--- config.mk ---
export PLATFORM = sky130hd
export DESIGN_NAME = seq_mult_n
export DESIGN_NICKNAME = d
export VERILOG_FILES = /design/src/rtl/seq_mult_pkg.sv /design/src/rtl/mult_addsub.sv /design/src/rtl/seq_mult_n.sv
export SDC_FILE = /design/constraint.sdc
export NUM_CORES = 1
export LEC_CHECK = 0
export CAP_MARGIN = 20
export CORE_AREA = 2 2 76 78
export CTS_CLUSTER_SIZE = 12
export DETAILED_ROUTE_END_ITERATION = 8
export DIE_AREA = 0 0 78 80
export HOLD_SLACK_MARGIN = 0.15
export PLACE_DENSITY_LB_ADDON = 0.05
export SLEW_MARGIN = 30
export SYNTH_ARGS = -nofsm -noshare
export SYNTH_HDL_FRONTEND = slang
export SYNTH_SLANG_ARGS = --single-unit
--- constraint.sdc ---
create_clock -name Clk -period 6.1 [get_ports Clk]
set_input_delay 1.22 -clock Clk [delete_from_list [all_inputs] [get_ports Clk]]
set_output_delay 1.22 -clock Clk [all_outputs]
set_load 0.05 [all_outputs]
--- src/rtl/seq_mult_pkg.sv ---
// Shared types and limits for the sequential signed multiplier.
package seq_mult_pkg;

   typedef enum logic [1:0] {
      IDLE,
      ADD,
      SHIFT,
      DONE
   } state_t;

   localparam int WIDTH_MIN = 2;
   localparam int WIDTH_MAX = 32;

endpackage

--- src/rtl/mult_addsub.sv ---
// WIDTH+1-bit adder/subtractor for the partial-product step.
module mult_addsub #(
   parameter int WIDTH = 8
) (
   input  logic [WIDTH:0] a_i,
   input  logic [WIDTH:0] b_i,
   input  logic           sub_i,
   output logic [WIDTH:0] y_o
);

   assign y_o = sub_i ? (a_i - b_i) : (a_i + b_i);

endmodule

--- src/rtl/seq_mult_n.sv ---
// Sequential signed shift-add multiplier; result in {X,A,B}.
// Define SEQ_MULT_OVF_EN to register a signed-overflow flag on Ovf.
module seq_mult_n
   import seq_mult_pkg::*;
#(
   parameter int WIDTH = 8,
   parameter int CNT_W = $clog2(WIDTH)
) (
   input  logic             Clk,
   input  logic             Reset,
   input  logic             Clear_Ld,
   input  logic             Start,
   input  logic [WIDTH-1:0] Din,
   output logic             X,
   output logic [WIDTH-1:0] A,
   output logic [WIDTH-1:0] B,
   output logic             Busy,
   output logic             Done,
   output logic             Ovf
);

   if (WIDTH < WIDTH_MIN || WIDTH > WIDTH_MAX) begin : g_bad_width
      $error("seq_mult_n: WIDTH out of range");
   end

   localparam logic [CNT_W-1:0] CNT_LAST = CNT_W'(WIDTH - 1);

   state_t             state_q;
   logic               x_q;
   logic [WIDTH-1:0]   a_q;
   logic [WIDTH-1:0]   b_q;
   logic [WIDTH-1:0]   s_q;
   logic [CNT_W-1:0]   cnt_q;
   logic               busy_q;
   logic               done_q;

   logic [WIDTH:0]     add_d;
   logic               sh_x;
   logic [WIDTH-1:0]   sh_a;
   logic [WIDTH-1:0]   sh_b;
   logic               last;

   assign last = (cnt_q == CNT_LAST);

   // Final step subtracts: the MSB of B carries negative weight.
   mult_addsub #(.WIDTH(WIDTH)) u_addsub (
      .a_i   ({a_q[WIDTH-1], a_q}),
      .b_i   ({s_q[WIDTH-1], s_q}),
      .sub_i (last),
      .y_o   (add_d)
   );

   assign sh_x = x_q;
   assign sh_a = {x_q, a_q[WIDTH-1:1]};
   assign sh_b = {a_q[0], b_q[WIDTH-1:1]};

   always_ff @(posedge Clk or negedge Reset) begin
      if (!Reset) begin
         state_q <= IDLE;
         x_q     <= 1'b0;
         a_q     <= '0;
         b_q     <= '0;
         s_q     <= '0;
         cnt_q   <= '0;
         busy_q  <= 1'b0;
         done_q  <= 1'b0;
      end else begin
         unique case (state_q)
            IDLE: begin
               if (Clear_Ld) begin
                  x_q <= 1'b0;
                  a_q <= '0;
                  b_q <= Din;
               end else if (Start) begin
                  s_q     <= Din;
                  x_q     <= 1'b0;
                  a_q     <= '0;
                  cnt_q   <= '0;
                  busy_q  <= 1'b1;
                  state_q <= ADD;
               end
            end
            ADD: begin
               if (b_q[0]) begin
                  {x_q, a_q} <= add_d;
               end
               state_q <= SHIFT;
            end
            SHIFT: begin
               x_q   <= sh_x;
               a_q   <= sh_a;
               b_q   <= sh_b;
               cnt_q <= cnt_q + CNT_W'(1);
               if (last) begin
                  busy_q  <= 1'b0;
                  done_q  <= 1'b1;
                  state_q <= DONE;
               end else begin
                  state_q <= ADD;
               end
            end
            DONE: begin
               if (!Start) begin
                  done_q  <= 1'b0;
                  state_q <= IDLE;
               end
            end
            default: state_q <= IDLE;
         endcase
      end
   end

`ifdef SEQ_MULT_OVF_EN
   logic ovf_q;
   logic fits;

   // Product fits WIDTH signed bits when X, A and B's MSB all match.
   assign fits = (sh_a == {WIDTH{sh_x}}) && (sh_b[WIDTH-1] == sh_x);

   always_ff @(posedge Clk or negedge Reset) begin
      if (!Reset) begin
         ovf_q <= 1'b0;
      end else if (state_q == IDLE && !Clear_Ld && Start) begin
         ovf_q <= 1'b0;
      end else if (state_q == SHIFT && last) begin
         ovf_q <= !fits;
      end
   end

   assign Ovf = ovf_q;
`else
   assign Ovf = 1'b0;
`endif

   assign X    = x_q;
   assign A    = a_q;
   assign B    = b_q;
   assign Busy = busy_q;
   assign Done = done_q;

endmodule

==> results of run 1 <==
[cell families (layout without fill, tap and decap cells)]
kind of cell,after synthesis,in the layout,share of synthesized area
AOI/OAI and AO/OA,77,77,0.242
xor gates and xnor gates,11,11,0.0461
adders and majority gates,16,16,0.0993
buffers and inverters,20,48,0.0407
DFF,32,32,0.383
muxes,10,10,0.0532
other,1,1,0.00179
and+or+nand+nor,53,53,0.135
[synth_stat cells (all sizes together), types with 5 or more instances]
cell / number
ha: 15
dfrtp: 32
nor2: 9
nand2: 14
clkbuf: 5
a21oi: 10
xnor2: 8
buf: 5
mux2: 9
a22oi: 11
nor2b: 13
a31oi: 10
inv: 10
o21ai: 25
[state kept, by name, summed over array words and instances, names as in the netlist]
| name | count |
|---|---|
| A | 8 |
| B | 8 |
| s_q | 8 |
| cnt_q | 3 |
| state_q | 2 |
| Busy | 1 |
| Done | 1 |
| X | 1 |
[metrics by stage]
| step | worst slack (ns) | std cells | total power, mW | cell area [um2] | util |
|---|---|---|---|---|---|
| after floorplan | 3.42 | 220 | 1.15 | 2090 | - |
| after global placement | 2.89 | 313 | 1.41 | 2440 | 0.452 |
| after detailed placement | 2.86 | 313 | 1.41 | 2440 | 0.452 |
| after CTS | 3.17 | 320 | 1.60 | 2540 | 0.470 |
| after global routing | 2.98 | 320 | 1.73 | 2540 | 0.470 |
| final | 3.17 | 320 | 1.58 | 2540 | 0.470 |
[power breakdown]
part	leakage (nW)	internal, mW	total, mW	switching (mW)
logic	0.607	0.395	0.997	0.602
clock network	0.0503	0.100	0.180	0.0796
registers	0.404	0.303	0.406	0.102
[layout make-up]
cell class                 instances  area [um2]  share of cell area
sequential                        32         801               0.315
inverter                          10        37.5              0.0148
clock buffer                       7        96.3              0.0379
timing repair buffer              31         308               0.121
multi-input combinational        168        1210               0.475
tap                               72        90.1              0.0355
[path summary, 6_finish.rpt]
check,slack [ns],endpoint,startpoint
max,3.17,A[5],Clear_Ld
min,0.50,cnt_q[1],cnt_q[1]
max reg2reg,3.22,A[5],cnt_q[0]
min reg2reg,0.50,cnt_q[1],cnt_q[1]
max in group asynchronous,4.45,s_q[1],Reset
min in group asynchronous,1.33,A[5],Reset
[critical path: stages]
cell and delay (ns):
clkdlybuf4s50_1 0.61, nor2b_2 0.51, nand2_2 0.17, and3_1 0.26, a32oi_1 0.21, o211ai_1 0.11
[routing by layer]
layer | track usage | routed length (um)
met3 | 0.0373 | 176
met4 | 0.0316 | 20
met2 | 0.259 | 2230
met5 | 0 | 0
met1 | 0.234 | 2420
[cells in the final DEF (no fill, tap or decap), drive strengths merged, types with 2 or more instances in the layout]
cell / synthesis / layout
mux2: 9 / 9
a22oi: 11 / 11
nand2b: 2 / 2
o31ai: 3 / 3
clkbuf: 5 / 7
ha: 15 / 15
nand4: 2 / 2
nor2: 9 / 9
xor2: 3 / 3
nor4: 2 / 2
nor3b: 2 / 2
a31oi: 10 / 10
nor2b: 13 / 13
o211ai: 4 / 4
a211oi: 2 / 2
dfrtp: 32 / 32
clkdlybuf4s50: 0 / 30
nor3: 3 / 3
inv: 10 / 10
o21ai: 25 / 25
nand2: 14 / 14
a32o: 2 / 2
a21oi: 10 / 10
nand3: 2 / 2
xnor2: 8 / 8
a32oi: 4 / 4
==> impl_metrics.yaml, run 1 <==
detailed_routing:
  via_per_inst: 5.40
  drc: 0
  wl_per_cell_um: 15.1
  drtIter0Drc: 101
  ant_nets: 0
  drtPass1Iterations: 4
  num_vias: 1727
  drt_wl_total_mm: 4.85
timing:
  tns_ns: 0
  slew_headroom: 0.392
  setup_viol: 0
  slew_violations: 0
  fin_crit_sh: 0.481
  hold_viol_final: 0
  fin_skew_ns: 0.0130
  holdWs_ns: 0.500
  finalCriticalPeriod_ns: 2.93
  fmax_ghz: 0.341
  rsz0062_at_grt: "no"
  worst_pin_slew_ns: 0.911
worst_setup_path:
  arrival_ns: 3.10
  endpoint_kind: "flip-flop"
  ff2ff_path_depth: 9
  crit_type: "in -> reg"
  critPathRequiredTime_ns: 6.27
  startpoint_type: "input port"
  cp_max_fo: 12
synthesis:
  synthFlopType: "dfrtp_1"
  synth_area_per_cell_um2: 9.51
  syn_nets: 248
  synth_top_cell_by_area: "dfrtp_1"
  synthDistinctLibCells: 45
  synth_edf_count: 0
  synth_area_um2: 2090
  ys_ff_latch: 32
  async_flop_share: 1.00
  netlist.area_leader.share: 0.383
  netlist_instances: 220
  yosys-top-cells-area: "dfrtp_1 (38%), ha_1 (9.0%), o21ai_0 (5.7%), mux2_2 (4.8%), a22oi_1 (3.9%)"
  seq_area_frac_synth: 0.383
  ys_warn_count: 0
hold_path:
  holdPathStages: 1
  hp-class: "reg -> reg"
clock_tree:
  clock_latency_ns: 0.29
  h-tree-depth: 2
  postCtsHoldBufs: 0
  clock-sinks: 32
  clk_pin_slew_ns: 0.07
  clk_path_buf_depth: 2
  cts-root-buf: "clkbuf_8"
  post-cts-setup-buffer-count: 0
  cts_buffers: 5
  cts_tree: "built"
  cts_resized: 0
placement:
  port_buffers: 30
  dp_hpwl_mm: 3.57
  globalplace.congestion: 0.723
floorplanning:
  start_util: 0.387
  rows: 27
  dieArea_um2: 6240
  die_height_um: 80
  fp.dieW_um: 78
  io_pins: 32
  core_um2: 5410
run:
  drv_cap: 0
cells_and_area:
  num_antenna_cells: 0
  drive_gt1_frac: 0.0968
  area_growth_syn_to_layout_pct: 21.4
  nFillCells: 560
  nets: 276
grt:
  grt.overflow.total: 0
  grt_usage: 0.165
  grt_start_max_net_pins: 33
  grt_pass1_vias: 1658
  antenna_found_initial: 0
  grt_pass1_wl_mm: 8.18
outcome:
  status: "finished, final reports clean"
power:
  cellLeakagePower_nw: 1.06
  powerDensity_nw_per_um2: 624
  ir_drop_uv: 288
(Power assumes the default switching activity.)
==> run 2: changes to the inputs <==
==> constraint.sdc (replaced) <==
create_clock -name Clk -period 2.7 [get_ports Clk]
set_input_delay 0.54 -clock Clk [delete_from_list [all_inputs] [get_ports Clk]]
set_output_delay 0.54 -clock Clk [all_outputs]
set_load 0.05 [all_outputs]
==> impl_metrics.yaml, run 2 (synthesized netlist as in run 1, its figures left out) <==
outcome:
  status: "finished, final reports clean"
worst_setup_path:
  crit_start: "cnt_q[0]"
  cp_max_fo: 4
  reg2reg_slack_ns: 0.17
  startpoint_type: "flip-flop"
  arrival_ns: 2.73
  cpPeakStageDelay_ns: 0.39
  r2r_end: "A[7]"
  path_delay_family: "compound AO/OA/AOI/OAI gates"
  crit_type: "reg -> reg"
  crit_chain: "ha_1 -> ha_2 -> mux2i_2 -> ha_1 -> nor2b_1 -> o211a_1 -> o2111a_1 -> o31a_1 -> o31ai_2"
  endpoint: "A[7]"
  critPathRequiredTime_ns: 2.90
  endpoint_kind: "flip-flop"
  path_buf_inv: 0
  slowest_stage: "dfrtp_1"
  critical_path_cell_count: 9
  reg2reg_from: "cnt_q[0]"
  path_common_cell: "ha_1"
  ff2ff_path_depth: 9
grt:
  gr-usage-met3: 0.0385
  grt_start_max_net_pins: 33
  grtUsageMet2: 0.255
  grt.met1_usage: 0.258
  grt_pass1_wl_mm: 8.58
  grt.overflow.total: 0
  grt.busiest_layer: "met1"
  grt_usage: 0.175
  grt_pass1_vias: 1700
  antenna_found_initial: 0
timing:
  fin_crit_sh: 0.937
  hold_viol_final: 0
  worst_pin_slew_ns: 0.751
  setup_viol: 0
  tns_ns: 0
  finalCriticalPeriod_ns: 2.53
  rsz0062_at_grt: "no"
  slew_headroom: 0.497
  worst_slack_ns: 0.170
  fin_skew_ns: 0.00973
  fmax_ghz: 0.395
  slew_violations: 0
clock_tree:
  clock_latency_ns: 0.29
  cts_resized: 0
  cts_buffers: 5
  postCtsHoldBufs: 0
  clock-sinks: 32
  post-cts-setup-buffer-count: 0
  h-tree-depth: 2
  cts-root-buf: "clkbuf_8"
  cts_tree: "built"
  clk_pin_slew_ns: 0.07
  clk_path_buf_depth: 2
floorplanning:
  die_height_um: 80
  fp.dieW_um: 78
  io_pins: 32
  dieArea_um2: 6240
  rows: 27
  core_um2: 5410
  start_util: 0.387
power:
  p_int_mw: 1.91
  netSwitchingFraction: 0.488
  switchingPower_mw: 1.83
  powerDensity_nw_per_um2: 1420
  cellLeakagePower_nw: 1.11
  pwr-share-clk: 0.124
  ir_drop_uv: 553
  p_comb_frac: 0.630
  power_frac_seq: 0.247
detailed_routing:
  wl_per_cell_um: 15.2
  drc: 0
  ant_nets: 0
  drt_wl_total_mm: 5.03
  drtPass1Iterations: 4
  drtIter0Drc: 42
  via_per_inst: 5.41
  num_vias: 1785
placement:
  dp_slack_ns: 0.0499
  globalplace.congestion: 0.770
  dp_hpwl_mm: 3.76
  dpl.cell_count: 322
  port_buffers: 30
cells_and_area:
  nets: 285
  num_antenna_cells: 0
  mostFrequentLayoutCells: "dfrtp_1 (32), clkdlybuf4s50_1 (30), o21ai_0 (24)"
  finish.utilization: 0.487
  area_growth_syn_to_layout_pct: 25.8
  final_common_cell: "dfrtp_1"
  drive_gt1_frac: 0.143
  fin_cells: 330
hold_path:
  hp-class: "reg -> reg"
  holdCritStartpoint: "cnt_q[0]"
run:
  drv_cap: 0
run 2: worst register-to-register path: cells and delay by family, from the launching register on:
family	cells	cell delay, ns
muxes	1	0.24
AOI/OAI and AO/OA	4	0.99
adders and majority gates	3	0.69
and+or+nand+nor	1	0.14
DFF	1	0.39
run 2: area by class of cell:
| cell class | instances | area (um2) |
|---|---|---|
| clock buffer | 5 | 68.8 |
| tap | 72 | 90.1 |
| sequential | 32 | 801 |
| timing repair buffer | 40 | 375 |
| clock inverter | 3 | 42.5 |
| fill | 539 | 2770 |
| inverter | 10 | 37.5 |
| multi-input combinational | 168 | 1220 |
run 2: through the flow:
| stage | power (mW) | instance area, um2 | hold WS (ns) |
|---|---|---|---|
| after floorplan | 2.59 | 2090 | 0.244 |
| after global placement | 3.26 | 2510 | 0.485 |
| after detailed placement | 3.25 | 2510 | 0.493 |
| after CTS | 3.73 | 2620 | 0.507 |
| after global routing | 4.08 | 2630 | 0.527 |
| final | 3.74 | 2630 | 0.511 |
run 2: worst min path at each step:
stage,endpoint,cells past startpoint,slack [ns]
final,cnt_q[0],1,0.51
after CTS,cnt_q[0],1,0.51
after floorplan,A[0],0,0.24
after global placement,cnt_q[1],1,0.48
after global routing,cnt_q[0],1,0.53
after detailed placement,cnt_q[0],1,0.49
run 2: routing by layer:
layer,wire (um),share of wire
met4,59,0.012
met3,213,0.042
met2,2200,0.44
met5,0,0
met1,2560,0.51
run 2: power groups by stage:
stage / Combinational [mW] / Clock (mW) / Sequential (mW)
final: 2.35 / 0.462 / 0.922
after global routing: 2.61 / 0.510 / 0.963
after CTS: 2.33 / 0.477 / 0.920
after detailed placement: 2.32 / 0 / 0.928
after global placement: 2.34 / 0 / 0.926
after floorplan: 1.36 / 0 / 1.23
==> run 3: changes to the inputs <==
--- a/config.mk
+++ b/config.mk
@@ -6,10 +6,10 @@
 export NUM_CORES = 1
 export LEC_CHECK = 0
 export CAP_MARGIN = 20
-export CORE_AREA = 2 2 76 78
+export CORE_AREA = 2 2 87 89
 export CTS_CLUSTER_SIZE = 12
 export DETAILED_ROUTE_END_ITERATION = 8
-export DIE_AREA = 0 0 78 80
+export DIE_AREA = 0 0 89 91
 export HOLD_SLACK_MARGIN = 0.15
 export PLACE_DENSITY_LB_ADDON = 0.05
 export SLEW_MARGIN = 30
==> impl_metrics.yaml, run 3 (synthesized netlist as in run 1, its figures left out) <==
outcome:
  status: "finished, final reports clean"
timing:
  holdWs_ns: 0.503
  slew_violations: 0
  fin_skew_ns: 0.00658
  setup_viol: 0
  finalCriticalPeriod_ns: 2.54
  hold_viol_final: 0
  fmax_ghz: 0.394
  slew_headroom: 0.499
  fin_crit_sh: 0.941
  tns_ns: 0
  worst_pin_slew_ns: 0.748
floorplanning:
  io_pins: 32
  start_util: 0.293
  die_height_um: 91
  core_um2: 7140
  dieArea_um2: 8100
  rows: 31
  fp.dieW_um: 89
grt:
  grt_pass1_vias: 1698
  grt.overflow.total: 0
  grt_pass1_wl_mm: 8.96
  grt_usage: 0.144
  grt_start_max_net_pins: 33
  antenna_found_initial: 0
detailed_routing:
  drtPass1Iterations: 4
  drtIter0Drc: 52
  via_per_inst: 4.94
  drt_wl_total_mm: 5.52
  num_vias: 1753
  ant_nets: 0
  drc: 0
  wl_per_cell_um: 15.6
worst_setup_path:
  crit_start: "cnt_q[0]"
  arrival_ns: 2.75
  crit_type: "reg -> reg"
  startpoint_type: "flip-flop"
  cp_max_fo: 10
  critPathRequiredTime_ns: 2.90
  endpoint_kind: "flip-flop"
  reg2reg_from: "cnt_q[0]"
placement:
  place_area_um2: 2540
  dp_hpwl_mm: 3.97
  globalplace.congestion: 0.766
  port_buffers: 30
power:
  powerDensity_nw_per_um2: 1400
  ir_drop_uv: 398
  cellLeakagePower_nw: 1.10
  p_total_mw: 3.70
cells_and_area:
  mostFrequentLayoutCells: "dfrtp_1 (32), clkdlybuf4s50_1 (30), o21ai_0 (24)"
  drive_gt1_frac: 0.145
  num_antenna_cells: 0
  finish.utilization: 0.372
  final_common_cell: "dfrtp_1"
  fin_area_um2: 2650
  nets: 284
  area_growth_syn_to_layout_pct: 26.8
clock_tree:
  cts-root-buf: "clkbuf_8"
  clock_latency_ns: 0.29
  postCtsHoldBufs: 0
  clk_path_buf_depth: 2
  clock-sinks: 32
  cts_buffers: 5
  h-tree-depth: 2
  cts_tree: "built"
  clk_pin_slew_ns: 0.07
hold_path:
  hp-class: "reg -> reg"
  holdCritStartpoint: "cnt_q[1]"
run:
  drv_cap: 0
==> run 3: stage by stage <==
stage,worst slack [ns],std cells
floorplan,0.0207,220
global placement,0.150,348
detailed placement,0.0758,348
CTS,0.0653,355
global route,-0.000477,355
finish,0.159,355
==> run 3: power breakdown <==
| group | internal (mW) | total [mW] | switching [mW] |
|---|---|---|---|
| Sequential | 0.685 | 0.933 | 0.248 |
| Combinational | 0.943 | 2.35 | 1.41 |
| Clock | 0.227 | 0.417 | 0.190 |
| Total | 1.86 | 3.70 | 1.85 |
==> run 3: area by class of cell <==
class / instances / area (um2)
clock buffers: 7 / 96.3
fillers: 743 / 4480
inverters: 10 / 37.5
multi-input cells: 168 / 1230
flip-flops and latches: 32 / 801
well taps: 99 / 124
repair buffers: 39 / 368
==> run 3: layer usage <==
layer | track usage | part of all wire
met5 | 0 | 0
met4 | 0.0410 | 0.012
met3 | 0.0309 | 0.037
met2 | 0.214 | 0.44
met1 | 0.210 | 0.51
==> run 3: worst max-delay path: stages (launching register included) <==
cell      delay (ns)
dfrtp_1         0.40
ha_1            0.21
ha_2            0.20
buf_4           0.18
nor2_2          0.12
xnor2_1         0.08
ha_1            0.36
o211a_1         0.17
o31ai_2         0.23
mux2_2          0.36
o211ai_1        0.16
==> run 3: repair_timing <==
action                                  CTS  global route
endpoints found under the setup margin    0             3
buffers inserted                          0             0
resized for setup                         0             6
==> run 3: path summary, 6_finish.rpt <==
kind / to / slack (ns) / cells after the start
min in group asynchronous: A[5] / 0.66 / 2
max in group asynchronous: s_q[5] / 1.72 / 2
max reg2reg: A[5] / 0.16 / 10
min: cnt_q[1] / 0.50 / 1
min reg2reg: cnt_q[1] / 0.50 / 1
max: A[5] / 0.16 / 10
